<file path="src/rtl/lsu_mem_sequencer.sv">
`default_nettype none
// ============================================================================
// Module      : lsu_mem_sequencer
// Description : MEM-stage load/store sequencer. It issues one aligned
//               load or store per instruction on a req/ack data bus, holds
//               the pipeline while the access is outstanding, and returns
//               the load data for write-back. A misaligned access is dropped
//               and flagged with a one-cycle pulse.
// Options     : LSU_TIMEOUT_EN - abort a BUSY access after TIMEOUT_CYCLES
//               cycles without ack and report bus_err.
// Revision    : 1.0 - initial release
// ============================================================================
module lsu_mem_sequencer #(
   parameter int XLEN           = 32,
   parameter int TIMEOUT_CYCLES = 16
) (
   input  logic            clk,
   input  logic            rst_n,
   input  logic            mem_valid,
   input  logic            mem_we,
   input  logic            mem2rf,
   input  logic [XLEN-1:0] mem_addr,
   input  logic [XLEN-1:0] mem_wdata,
   output logic            mem_stall,
   output logic [XLEN-1:0] ld_data,
   output logic            ld_valid,
   output logic            misalign,
   output logic            bus_err,
   output logic            bus_req,
   output logic            bus_we,
   output logic [XLEN-1:0] bus_addr,
   output logic [XLEN-1:0] bus_wdata,
   input  logic            bus_ack,
   input  logic [XLEN-1:0] bus_rdata
);

   typedef enum logic [1:0] {
      S_IDLE = 2'd0,
      S_BUSY = 2'd1,
      S_DONE = 2'd2
   } state_t;

   state_t            state_q, state_d;
   logic              bus_req_q, bus_req_d;
   logic              bus_we_q, bus_we_d;
   logic [XLEN-1:0]   bus_addr_q, bus_addr_d;
   logic [XLEN-1:0]   bus_wdata_q, bus_wdata_d;
   logic [XLEN-1:0]   ld_data_q, ld_data_d;
   logic              ld_valid_q, ld_valid_d;
   logic              misalign_q, misalign_d;

   logic              is_mem;
   logic              start;
   logic              misalign_det;
   logic              timeout_hit;

`ifdef LSU_TIMEOUT_EN
   localparam int CNT_W = $clog2(TIMEOUT_CYCLES + 1);
   logic [CNT_W-1:0]  tmo_cnt_q, tmo_cnt_d;
   logic              bus_err_q, bus_err_d;
`endif

   // A limit below one cycle cannot be honoured; no hardware is built for it.
   if (TIMEOUT_CYCLES < 1) begin : g_timeout_unsupported
   end

   // Decode a new access; start is suppressed while reset is held so the
   // pipeline is never frozen during reset.
   always_comb begin
      is_mem       = mem_valid & (mem_we | mem2rf);
      start        = rst_n & is_mem & (mem_addr[1:0] == 2'b00) & (state_q == S_IDLE);
      misalign_det = is_mem & (mem_addr[1:0] != 2'b00) & (state_q == S_IDLE);
   end

   // Abort condition: the last allowed BUSY cycle passes without ack.
`ifdef LSU_TIMEOUT_EN
   always_comb begin
      timeout_hit = (state_q == S_BUSY) & ~bus_ack &
                    (tmo_cnt_q == CNT_W'(TIMEOUT_CYCLES - 1));
   end
`else
   always_comb begin
      timeout_hit = 1'b0;
   end
`endif

   // Next-state and next-register values for the access sequencer.
   always_comb begin
      state_d     = state_q;
      bus_req_d   = bus_req_q;
      bus_we_d    = bus_we_q;
      bus_addr_d  = bus_addr_q;
      bus_wdata_d = bus_wdata_q;
      ld_data_d   = ld_data_q;
      ld_valid_d  = 1'b0;
      misalign_d  = misalign_det;
`ifdef LSU_TIMEOUT_EN
      tmo_cnt_d   = tmo_cnt_q;
      bus_err_d   = 1'b0;
`endif
      case (state_q)
         S_IDLE: begin
            if (start) begin
               state_d     = S_BUSY;
               bus_req_d   = 1'b1;
               // A load+store decode is treated as a store.
               bus_we_d    = mem_we;
               bus_addr_d  = mem_addr;
               bus_wdata_d = mem_wdata;
`ifdef LSU_TIMEOUT_EN
               tmo_cnt_d   = '0;
`endif
            end
         end
         S_BUSY: begin
            // An ack on the limit cycle wins over the timeout.
            if (bus_ack) begin
               state_d   = S_DONE;
               bus_req_d = 1'b0;
               if (!bus_we_q) begin
                  ld_data_d  = bus_rdata;
                  ld_valid_d = 1'b1;
               end
            end else if (timeout_hit) begin
               state_d   = S_DONE;
               bus_req_d = 1'b0;
`ifdef LSU_TIMEOUT_EN
               bus_err_d = 1'b1;
`endif
            end else begin
`ifdef LSU_TIMEOUT_EN
               tmo_cnt_d = tmo_cnt_q + CNT_W'(1);
`endif
            end
         end
         S_DONE: begin
            state_d = S_IDLE;
         end
         default: begin
            state_d   = S_IDLE;
            bus_req_d = 1'b0;
         end
      endcase
   end

   // State and output registers; reset abandons any outstanding access.
   always_ff @(posedge clk or negedge rst_n) begin
      if (!rst_n) begin
         state_q     <= S_IDLE;
         bus_req_q   <= 1'b0;
         bus_we_q    <= 1'b0;
         bus_addr_q  <= '0;
         bus_wdata_q <= '0;
         ld_data_q   <= '0;
         ld_valid_q  <= 1'b0;
         misalign_q  <= 1'b0;
`ifdef LSU_TIMEOUT_EN
         tmo_cnt_q   <= '0;
         bus_err_q   <= 1'b0;
`endif
      end else begin
         state_q     <= state_d;
         bus_req_q   <= bus_req_d;
         bus_we_q    <= bus_we_d;
         bus_addr_q  <= bus_addr_d;
         bus_wdata_q <= bus_wdata_d;
         ld_data_q   <= ld_data_d;
         ld_valid_q  <= ld_valid_d;
         misalign_q  <= misalign_d;
`ifdef LSU_TIMEOUT_EN
         tmo_cnt_q   <= tmo_cnt_d;
         bus_err_q   <= bus_err_d;
`endif
      end
   end

   assign mem_stall = start | (state_q == S_BUSY);
   assign bus_req   = bus_req_q;
   assign bus_we    = bus_we_q;
   assign bus_addr  = bus_addr_q;
   assign bus_wdata = bus_wdata_q;
   assign ld_data   = ld_data_q;
   assign ld_valid  = ld_valid_q;
   assign misalign  = misalign_q;
`ifdef LSU_TIMEOUT_EN
   assign bus_err   = bus_err_q;
`else
   assign bus_err   = 1'b0;
`endif

endmodule
`default_nettype wire
</file>
<file path="config.mk">
export PLATFORM = sky130hd
export DESIGN_NAME = lsu_mem_sequencer
export DESIGN_NICKNAME = d
export VERILOG_FILES = /design/src/rtl/lsu_mem_sequencer.sv
export SDC_FILE = /design/constraint.sdc
export NUM_CORES = 1
export LEC_CHECK = 0
export BUFFER_PORTS_ARGS = -buffer_cell sky130_fd_sc_hd__buf_2
export CORE_AREA = 2 2 96 98
export CTS_CLUSTER_DIAMETER = 40
export DETAILED_ROUTE_END_ITERATION = 16
export DIE_AREA = 0 0 98 100
export PLACE_DENSITY = 0.79
export SYNTH_ARGS = -nofsm -noshare
export SYNTH_HDL_FRONTEND = slang
export SYNTH_SLANG_ARGS = --single-unit
export TNS_END_PERCENT = 50
</file>
<file path="constraint.sdc">
create_clock -name clk -period 2 [get_ports clk]
set_input_delay 0.1 -clock clk [delete_from_list [all_inputs] [get_ports clk]]
set_output_delay 0.1 -clock clk [all_outputs]
set_load 0.005 [all_outputs]
</file>
==> results of run 1 <==
-- layer usage --
metal / vias up / track usage [%] / part of all wire [%]
li1: 1387 / - / -
met1: 1490 / 24.5 / 38
met2: 128 / 39.3 / 53
met3: 21 / 5.29 / 6.5
met4: 0 / 8.44 / 2.4
met5: - / 0 / 0
-- repair_timing --
action,4_1_cts,5_1_grt
hold buffers,97,0
endpoints found under the setup margin,0,1
gates resized for setup,0,1
endpoints found under the hold margin,134,0
-- worst min-delay path by stage --
stage	start	end	slack (ns)	cells past startpoint
global placement	rst_n	state_q[0]	0.22	2
floorplan	rst_n	bus_addr[0]	-0.20	0
detailed placement	rst_n	bus_we	0.23	2
finish	mem_addr[0]	misalign	0.05	3
global route	mem_addr[0]	misalign	0.06	3
CTS	mem_addr[0]	misalign	0.04	3
-- critical path, delay by kind of cell --
family                 cells  cell delay [ns]
AND/OR/NAND/NOR            3             0.50
buffers and inverters      4             1.12
-- layout make-up --
type / count / share of cell area (%)
multi-input cells: 112 / 20.1
flip-flops and latches: 102 / 41.4
clock inverters: 5 / 0.975
repair buffers: 304 / 33.1
clock buffers: 11 / 2.13
well taps: 111 / 2.25
-- state kept, by name, indices dropped and copies added, names as in the netlist --
register and count:
bus_addr 32, bus_req 1, bus_wdata 32, bus_we 1, ld_data 32, ld_valid 1, misalign 1, state_q 2
-- power breakdown --
part	internal, uW	total, uW	switching, uW
Sequential	2690	3010	320
Combinational	1110	1750	638
Clock	583	1270	686
-- metrics by stage --
| step | util (%) | area [um^2] |
|---|---|---|
| CTS | 69.2 | 6160 |
| global route | 69.3 | 6160 |
| finish | 69.3 | 6160 |
| detailed placement | 56.2 | 4990 |
| floorplan | - | 3880 |
| global placement | 56.2 | 4990 |
-- logic make-up (layout without fill, tap and decap cells) --
family	Yosys count	count (layout)	synth area share (%)
DFF	102	102	65.8
buffers and inverters	12	320	2.58
muxes	95	95	29.0
and+or+nand+nor	14	14	2.26
other	1	1	0.0967
AOI/OAI and AO/OA	2	2	0.258
-- synth_stat cells --
cell / n / area share, %
sky130_fd_sc_hd__and2_1: 2 / 0.32
sky130_fd_sc_hd__and3b_1: 1 / 0.23
sky130_fd_sc_hd__buf_2: 5 / 0.64
sky130_fd_sc_hd__buf_4: 1 / 0.19
sky130_fd_sc_hd__buf_6: 6 / 1.7
sky130_fd_sc_hd__conb_1: 1 / 0.097
sky130_fd_sc_hd__dfrtp_1: 102 / 66
sky130_fd_sc_hd__mux2_1: 4 / 1.2
sky130_fd_sc_hd__mux2_2: 76 / 22
sky130_fd_sc_hd__mux2_4: 15 / 5.8
sky130_fd_sc_hd__nand2_1: 4 / 0.39
sky130_fd_sc_hd__nand2b_1: 1 / 0.16
sky130_fd_sc_hd__nand4_2: 1 / 0.32
sky130_fd_sc_hd__nor2_1: 2 / 0.19
sky130_fd_sc_hd__nor2b_1: 1 / 0.16
sky130_fd_sc_hd__nor3b_2: 1 / 0.32
sky130_fd_sc_hd__o21ai_0: 2 / 0.26
sky130_fd_sc_hd__or2_2: 1 / 0.16
==> summary.txt, run 1 <==
Run status
  – Result of the run: finished, final reports clean

STA
  – Measured slew at the worst slew-check pin: slightly below 0.8 ns
  – Maximum clock frequency: ~0.54 GHz
  – Post-route minimum period: between 1.5 and 2 ns
  – Final hold vios: 0
  – Max transition margin: 47.6%
  – Max Transition Viols Final: 0
  – Unrepaired setup endpoints after global routing: false
  – Portion of the clock cycle consumed by the worst path in the final layout: between 90% and 100%
  – Layout Skew: around 0.012 ns
  – Summed negative setup slack over all endpoints: 0 ns
  – Hold WS: between 0.05 and 0.06 ns
  – Setup Viol. Count Final: 0
  – Worst setup margin: 0.143 ns

Synthesis
  – Share of synthesized area occupied by flip-flops and latches: about two thirds
  – Syn_area_per_cell: 17.2 um^2
  – Area of the mapped netlist: between 3000 and 4000 um^2
  – Synth Instances: between 200 and 250
  – Count of synthesis-stage warnings from yosys: 0
  – Net count after synthesis: about 330
  – Number of flip-flops and latches in the synthesized netlist: around 100
  – Count of different cell masters after synthesis: 18

Placed design
  – HPWL after DPL: ~6100 um
  – Routability-driven placement congestion ratio: approximately 0.73
  – Port buffer count: between 200 and 250
  – Cell count after placement: 532
  – Pre-CTS setup slack: between 0.3 and 0.4 ns

Finish
  – Count of non-filler cells in the finished layout: 645
  – Most frequent standard cell in the layout excluding fill and tap cells: sky130_fd_sc_hd__buf_2
  – Synthesis-to-finish area growth: 58.8%
  – Antenna fix cells: 0
  – Footprint of the multi-input gates: 1240 um^2
  – Most frequent cells in the layout: sky130_fd_sc_hd__buf_2, sky130_fd_sc_hd__dfrtp_1, sky130_fd_sc_hd__dlygate4sd3_1, sky130_fd_sc_hd__mux2_2, sky130_fd_sc_hd__mux2_4
  – Ratio of cells with drive above 1 in the final layout: between 50% and 60%
  – Layout fillers: 592
  – Seq. cell area: roughly 2600 um^2
  – Final nets: around 630

Drt
  – Total number of vias: approximately 3000
  – 1st-pass router iterations: 4
  – Drt drc: 0
  – Remaining antenna violation count: 0
  – Drt initial violations: 42
  – Post-DR wirelength/cell: approximately 16 um
  – Vias/cell: between 4 and 5
  – Drt total wl: 10200 um

Run
  – Max capacitance violation total: 0

Clock network
  – CTS root buffer: sky130_fd_sc_hd__clkbuf_8
  – Post-CTS Setup Bufs: 0
  – Level count of the clock H-tree: 3
  – Buffer depth of the longest clock path: 2
  – CTS tree: yes
  – Worst skew pair latency: between 0.3 and 0.4 ns
  – CTS buffer count: 9
  – Clock slew at reported path FFs: about 0.09 ns
  – Sink Count: between 100 and 150

Critical path
  – Setup slack on the worst flop-to-flop path: approximately 0.34 ns
  – Depth of the worst register-to-register path: 4
  – Kind of critical path: in2out
  – Destination of the critical timing path: mem_stall
  – Worst r2r dst: bus_wdata[30]
  – Cell repeated most along the worst path: sky130_fd_sc_hd__buf_2
  – Worst-path cell with the longest stage delay: sky130_fd_sc_hd__dlygate4sd3_1
  – Maximum fanout along the worst path: 32
  – Category of the worst setup path capture point: output port
  – Data required time of the worst path: 1.90 ns
  – Data arrival at the endpoint of the critical path: between 1.5 and 2 ns
  – Launching instance or port of the critical path: mem_we
  – Worst path cell trace: dlygate4sd3_1 -> buf_2 -> or2_2 -> nand4_4 -> buf_6 -> nand2_1 -> buf_2
  – Biggest cell delay along the critical path: 0.56 ns
  – Startpoint kind of the worst setup timing path: input pin
  – Worst reg2reg startpoint: state_q[0]

Global routing
  – GRT Overall Usage: 21.6%
  – Pin count of the biggest net entering global routing: 65
  – Wire length of the first global-routing pass: between 15000 and 20000 um
  – Overflow left after global routing: 0
  – Initial antenna violation count: 0
  – Number of global-route vias before repair: between 3000 and 4000

Floorplan
  – Initial core utilization: between 40% and 50%
  – Placeable core region: 8890 um^2
  – Chip width: ~100 um
  – # rows: 35
  – Die height: 100 um
  – Top Ports: ~200
  – DIE AREA: just under 10000 um^2

Worst hold path
  – Worst min path class: in2reg

Power
  – Cell area power density: 979 nW/um^2
  – Tot Pwr: around 6000 uW
  – Max VDD drop: roughly 0.5 mV
  – Leakage dissipation: around 0.0032 uW
Note: power is estimated with default switching activity, not from simulation.
==> run 2: changes to the inputs <==
CORE_AREA = 2 2 114 94   (was 2 2 96 98)
DIE_AREA = 0 0 116 96   (was 0 0 98 100)
PLACE_DENSITY = 0.73   (was 0.79)
SETUP_SLACK_MARGIN = 0.15   (was default)
clock period = 1.6 ns   (was 2 ns; I/O delays follow)
==> run 2 against run 1 <==
Sequential share of layout area shrank 3.1 points. The run now ends with negative setup slack left. Clock power grew 69%. Largest power group unchanged. Power up 37%.
==> summary.txt, run 2 (synthesis results as in run 1) <==
Critical path
  – Startpoint kind of the worst setup timing path: register (was input pin)
  – Data arrival at the endpoint of the critical path: 1.81 ns (was 1.76 ns)
  – Data required time of the worst path: 1.81 ns (was 1.90 ns)
  – Kind of critical path: reg2reg (was in2out)
  – Worst reg2reg startpoint: state_q[1] (was state_q[0])
  – Worst r2r dst: bus_wdata[2] (was bus_wdata[30])
  – Setup slack on the worst flop-to-flop path: -0.005 ns (was 0.34 ns)
  – Depth of the worst register-to-register path: 4 (unchanged)
  – Maximum fanout along the worst path: 21 (was 32)
  – Category of the worst setup path capture point: register (was output port)

Power
  – Switching power total: 2160 uW (was 1640 uW)
  – Max VDD drop: 1.04 mV (was 0.496 mV)
  – Cell area power density: 1240 nW/um^2 (was 979 nW/um^2)
  – Net Sw Frac: 26.1% (was 27.2%)
  – Clock share of power: 26.0% (was 21.0%)
  – Internal power of the cells: 6110 uW (was 4390 uW)
  – Power share of the combinational group: 28.1% (was 29.0%)
  – Sequential power share: 45.8% (was 50.0%)
  – Leakage dissipation: 0.00340 uW (was 0.00315 uW)

Global routing
  – Initial antenna violation count: 0 (unchanged)
  – Pin count of the biggest net entering global routing: 103 (was 65)
  – Number of global-route vias before repair: 3325 (was 3268)
  – Wire length of the first global-routing pass: 15700 um (was 16500 um)
  – GRT Overall Usage: 18.4% (was 21.6%)
  – Overflow left after global routing: 0 (unchanged)

Drt
  – 1st-pass router iterations: 4 (unchanged)
  – Vias/cell: 4.40 (was 4.69)
  – Drt initial violations: 129 (was 42)
  – Total number of vias: 3026 (unchanged)
  – Remaining antenna violation count: 0 (unchanged)
  – Post-DR wirelength/cell: 15.5 um (was 15.9 um)
  – Drt total wl: 10700 um (was 10200 um)
  – Drt drc: 0 (unchanged)

Clock network
  – Clock slew at reported path FFs: 0.07 ns (was 0.09 ns)
  – Buffer depth of the longest clock path: 2 (unchanged)
  – Level count of the clock H-tree: 3 (unchanged)
  – CTS buffer count: 9 (unchanged)
  – CTS tree: yes (unchanged)
  – Sink Count: 102 (unchanged)
  – CTS root buffer: sky130_fd_sc_hd__clkbuf_16 (was sky130_fd_sc_hd__clkbuf_8)
  – Worst skew pair latency: 0.33 ns (was 0.36 ns)

Finish
  – Antenna fix cells: 0 (unchanged)
  – Synthesis-to-finish area growth: 71.5% (was 58.8%)
  – Seq. cell area: 2550 um^2 (unchanged)
  – Most frequent cells in the layout: sky130_fd_sc_hd__buf_2, sky130_fd_sc_hd__dfrtp_1, sky130_fd_sc_hd__dlygate4sd3_1, sky130_fd_sc_hd__mux2_2, sky130_fd_sc_hd__mux2_4 (unchanged)
  – Layout fillers: 733 (was 592)
  – Ratio of cells with drive above 1 in the final layout: 61.1% (was 59.2%)
  – Final nets: 645 (was 631)
  – Most frequent standard cell in the layout excluding fill and tap cells: sky130_fd_sc_hd__buf_2 (unchanged)
  – Footprint of the multi-input gates: 1310 um^2 (was 1240 um^2)

STA
  – Setup Viol. Count Final: 2 (was 0)
  – Worst setup margin: -0.00461 ns (was 0.143 ns)
  – Post-route minimum period: ~1.6 ns
  – Hold WS: 0.0306 ns (was 0.0507 ns)
  – Unrepaired setup endpoints after global routing: true (was false)
  – Max Transition Viols Final: 0 (unchanged)
  – Maximum clock frequency: slightly above 0.6 GHz
  – Layout Skew: 0.00541 ns (was 0.0119 ns)
  – Measured slew at the worst slew-check pin: 0.526 ns (was 0.787 ns)
  – Max transition margin: 64.9% (was 47.6%)
  – Portion of the clock cycle consumed by the worst path in the final layout: 100%
  – Summed negative setup slack over all endpoints: -0.00466 ns (was 0 ns)
  – Final hold vios: 0 (unchanged)

Placed design
  – HPWL after DPL: 5990 um (was 6130 um)
  – Routability-driven placement congestion ratio: 0.728 (was 0.730)
  – Port buffer count: 202 (unchanged)

Floorplan
  – # rows: 33 (was 35)
  – Top Ports: 204 (unchanged)
  – Chip width: 116 um (was 98 um)
  – Placeable core region: 9990 um^2 (was 8890 um^2)
  – DIE AREA: 11100 um^2 (was 9800 um^2)
  – Die height: 96 um (was 100 um)
  – Initial core utilization: 38.8% (was 43.6%)

Worst hold path
  – Number of cells traversed by the worst hold path: 3 (unchanged)
  – Worst min-delay path startpoint: mem_addr[0] (unchanged)
  – Hold EP: misalign (unchanged)
  – Worst min path class: in2reg (unchanged)

Run status
  – Result of the run: complete, but fails checks (was finished, final reports clean)
  – Violated checks: negative setup slack

Run
  – Max capacitance violation total: 0 (unchanged)
## run 2: cell types whose count changed in the layout (fill, tap and decap cells not counted), moves of 3 or more
cell / before / now
sky130_fd_sc_hd__buf_12: 1 / 5
sky130_fd_sc_hd__buf_4: 4 / 7
sky130_fd_sc_hd__clkbuf_16: 0 / 12
sky130_fd_sc_hd__mux2_2: 76 / 65
sky130_fd_sc_hd__mux2_4: 15 / 28
sky130_fd_sc_hd__clkbuf_8: 9 / 0
## run 2: worst max path at each step
stage / start / end / depth (start not counted) / slack, ns
6_report: state_q[1] / bus_wdata[2] / 4 / -0.005
5_1_grt: state_q[0] / ld_data[2] / 6 / -0.06
4_1_cts: state_q[0] / mem_stall / 5 / -0.03
3_5_place_dp: state_q[1] / ld_data[20] / 4 / 0.06
3_3_place_gp: state_q[1] / bus_we / 4 / 0.11
2_1_floorplan: state_q[1] / bus_wdata[21] / 5 / 0.14
## run 2: power by group through the flow
stage               logic [uW]  clock network [uW]  registers (uW)
finish                    2330                2150            3790
global route              2530                2330            3900
CTS                       2250                2230            3760
detailed placement        2010                   0            3790
global placement          1940                   0            3760
floorplan                  785                   0            3870
## run 2: critical path: stages, from the launching register on
cell                        delay [ns]
sky130_fd_sc_hd__dfrtp_1          0.43
sky130_fd_sc_hd__nor3b_4          0.26
sky130_fd_sc_hd__nand4_4          0.16
sky130_fd_sc_hd__bufbuf_16        0.34
sky130_fd_sc_hd__mux2_2           0.29
## run 2: what timing repair did
item                                   4_1_cts  5_1_grt
endpoints found under the hold margin      198        0
gates resized for setup                      9       16
gates cloned                                 3        3
hold buffers                                97        0
setup endpoints to repair                   96       99
buffers inserted                             6        3
pin swaps                                    2        2
## run 2: layout make-up
type | instances | share of cell area [%]
Clock inverter | 7 | 1.11
Clock buffer | 9 | 3.38
Sequential cell | 102 | 38.4
Tap cell | 140 | 2.63
Multi-Input combinational cell | 112 | 19.6
Timing Repair Buffer | 318 | 34.9
## run 2: per-stage QoR
step	total power (uW)	instance area, um^2	utilization [%]	instances	setup slack [ns]
2_1_floorplan	4650	3890	-	226	0.145
3_3_place_gp	5700	5050	50.5	560	0.107
3_5_place_dp	5800	5050	50.5	560	0.0619
4_1_cts	8240	6500	65.1	682	-0.0332
5_1_grt	8750	6650	66.6	688	-0.0625
6_report	8270	6650	66.6	688	-0.00461
## run 2: routing by layer
layer  wire [um]  vias up  share of wire [%]  GRT usage, %
met2        5750      112                 54          33.9
met3         622       15                5.8          5.04
met1        4110     1480                 39          20.5
met4         174        0                1.6          6.35
met5           0        -                  0             0
li1            -     1419                  -             -
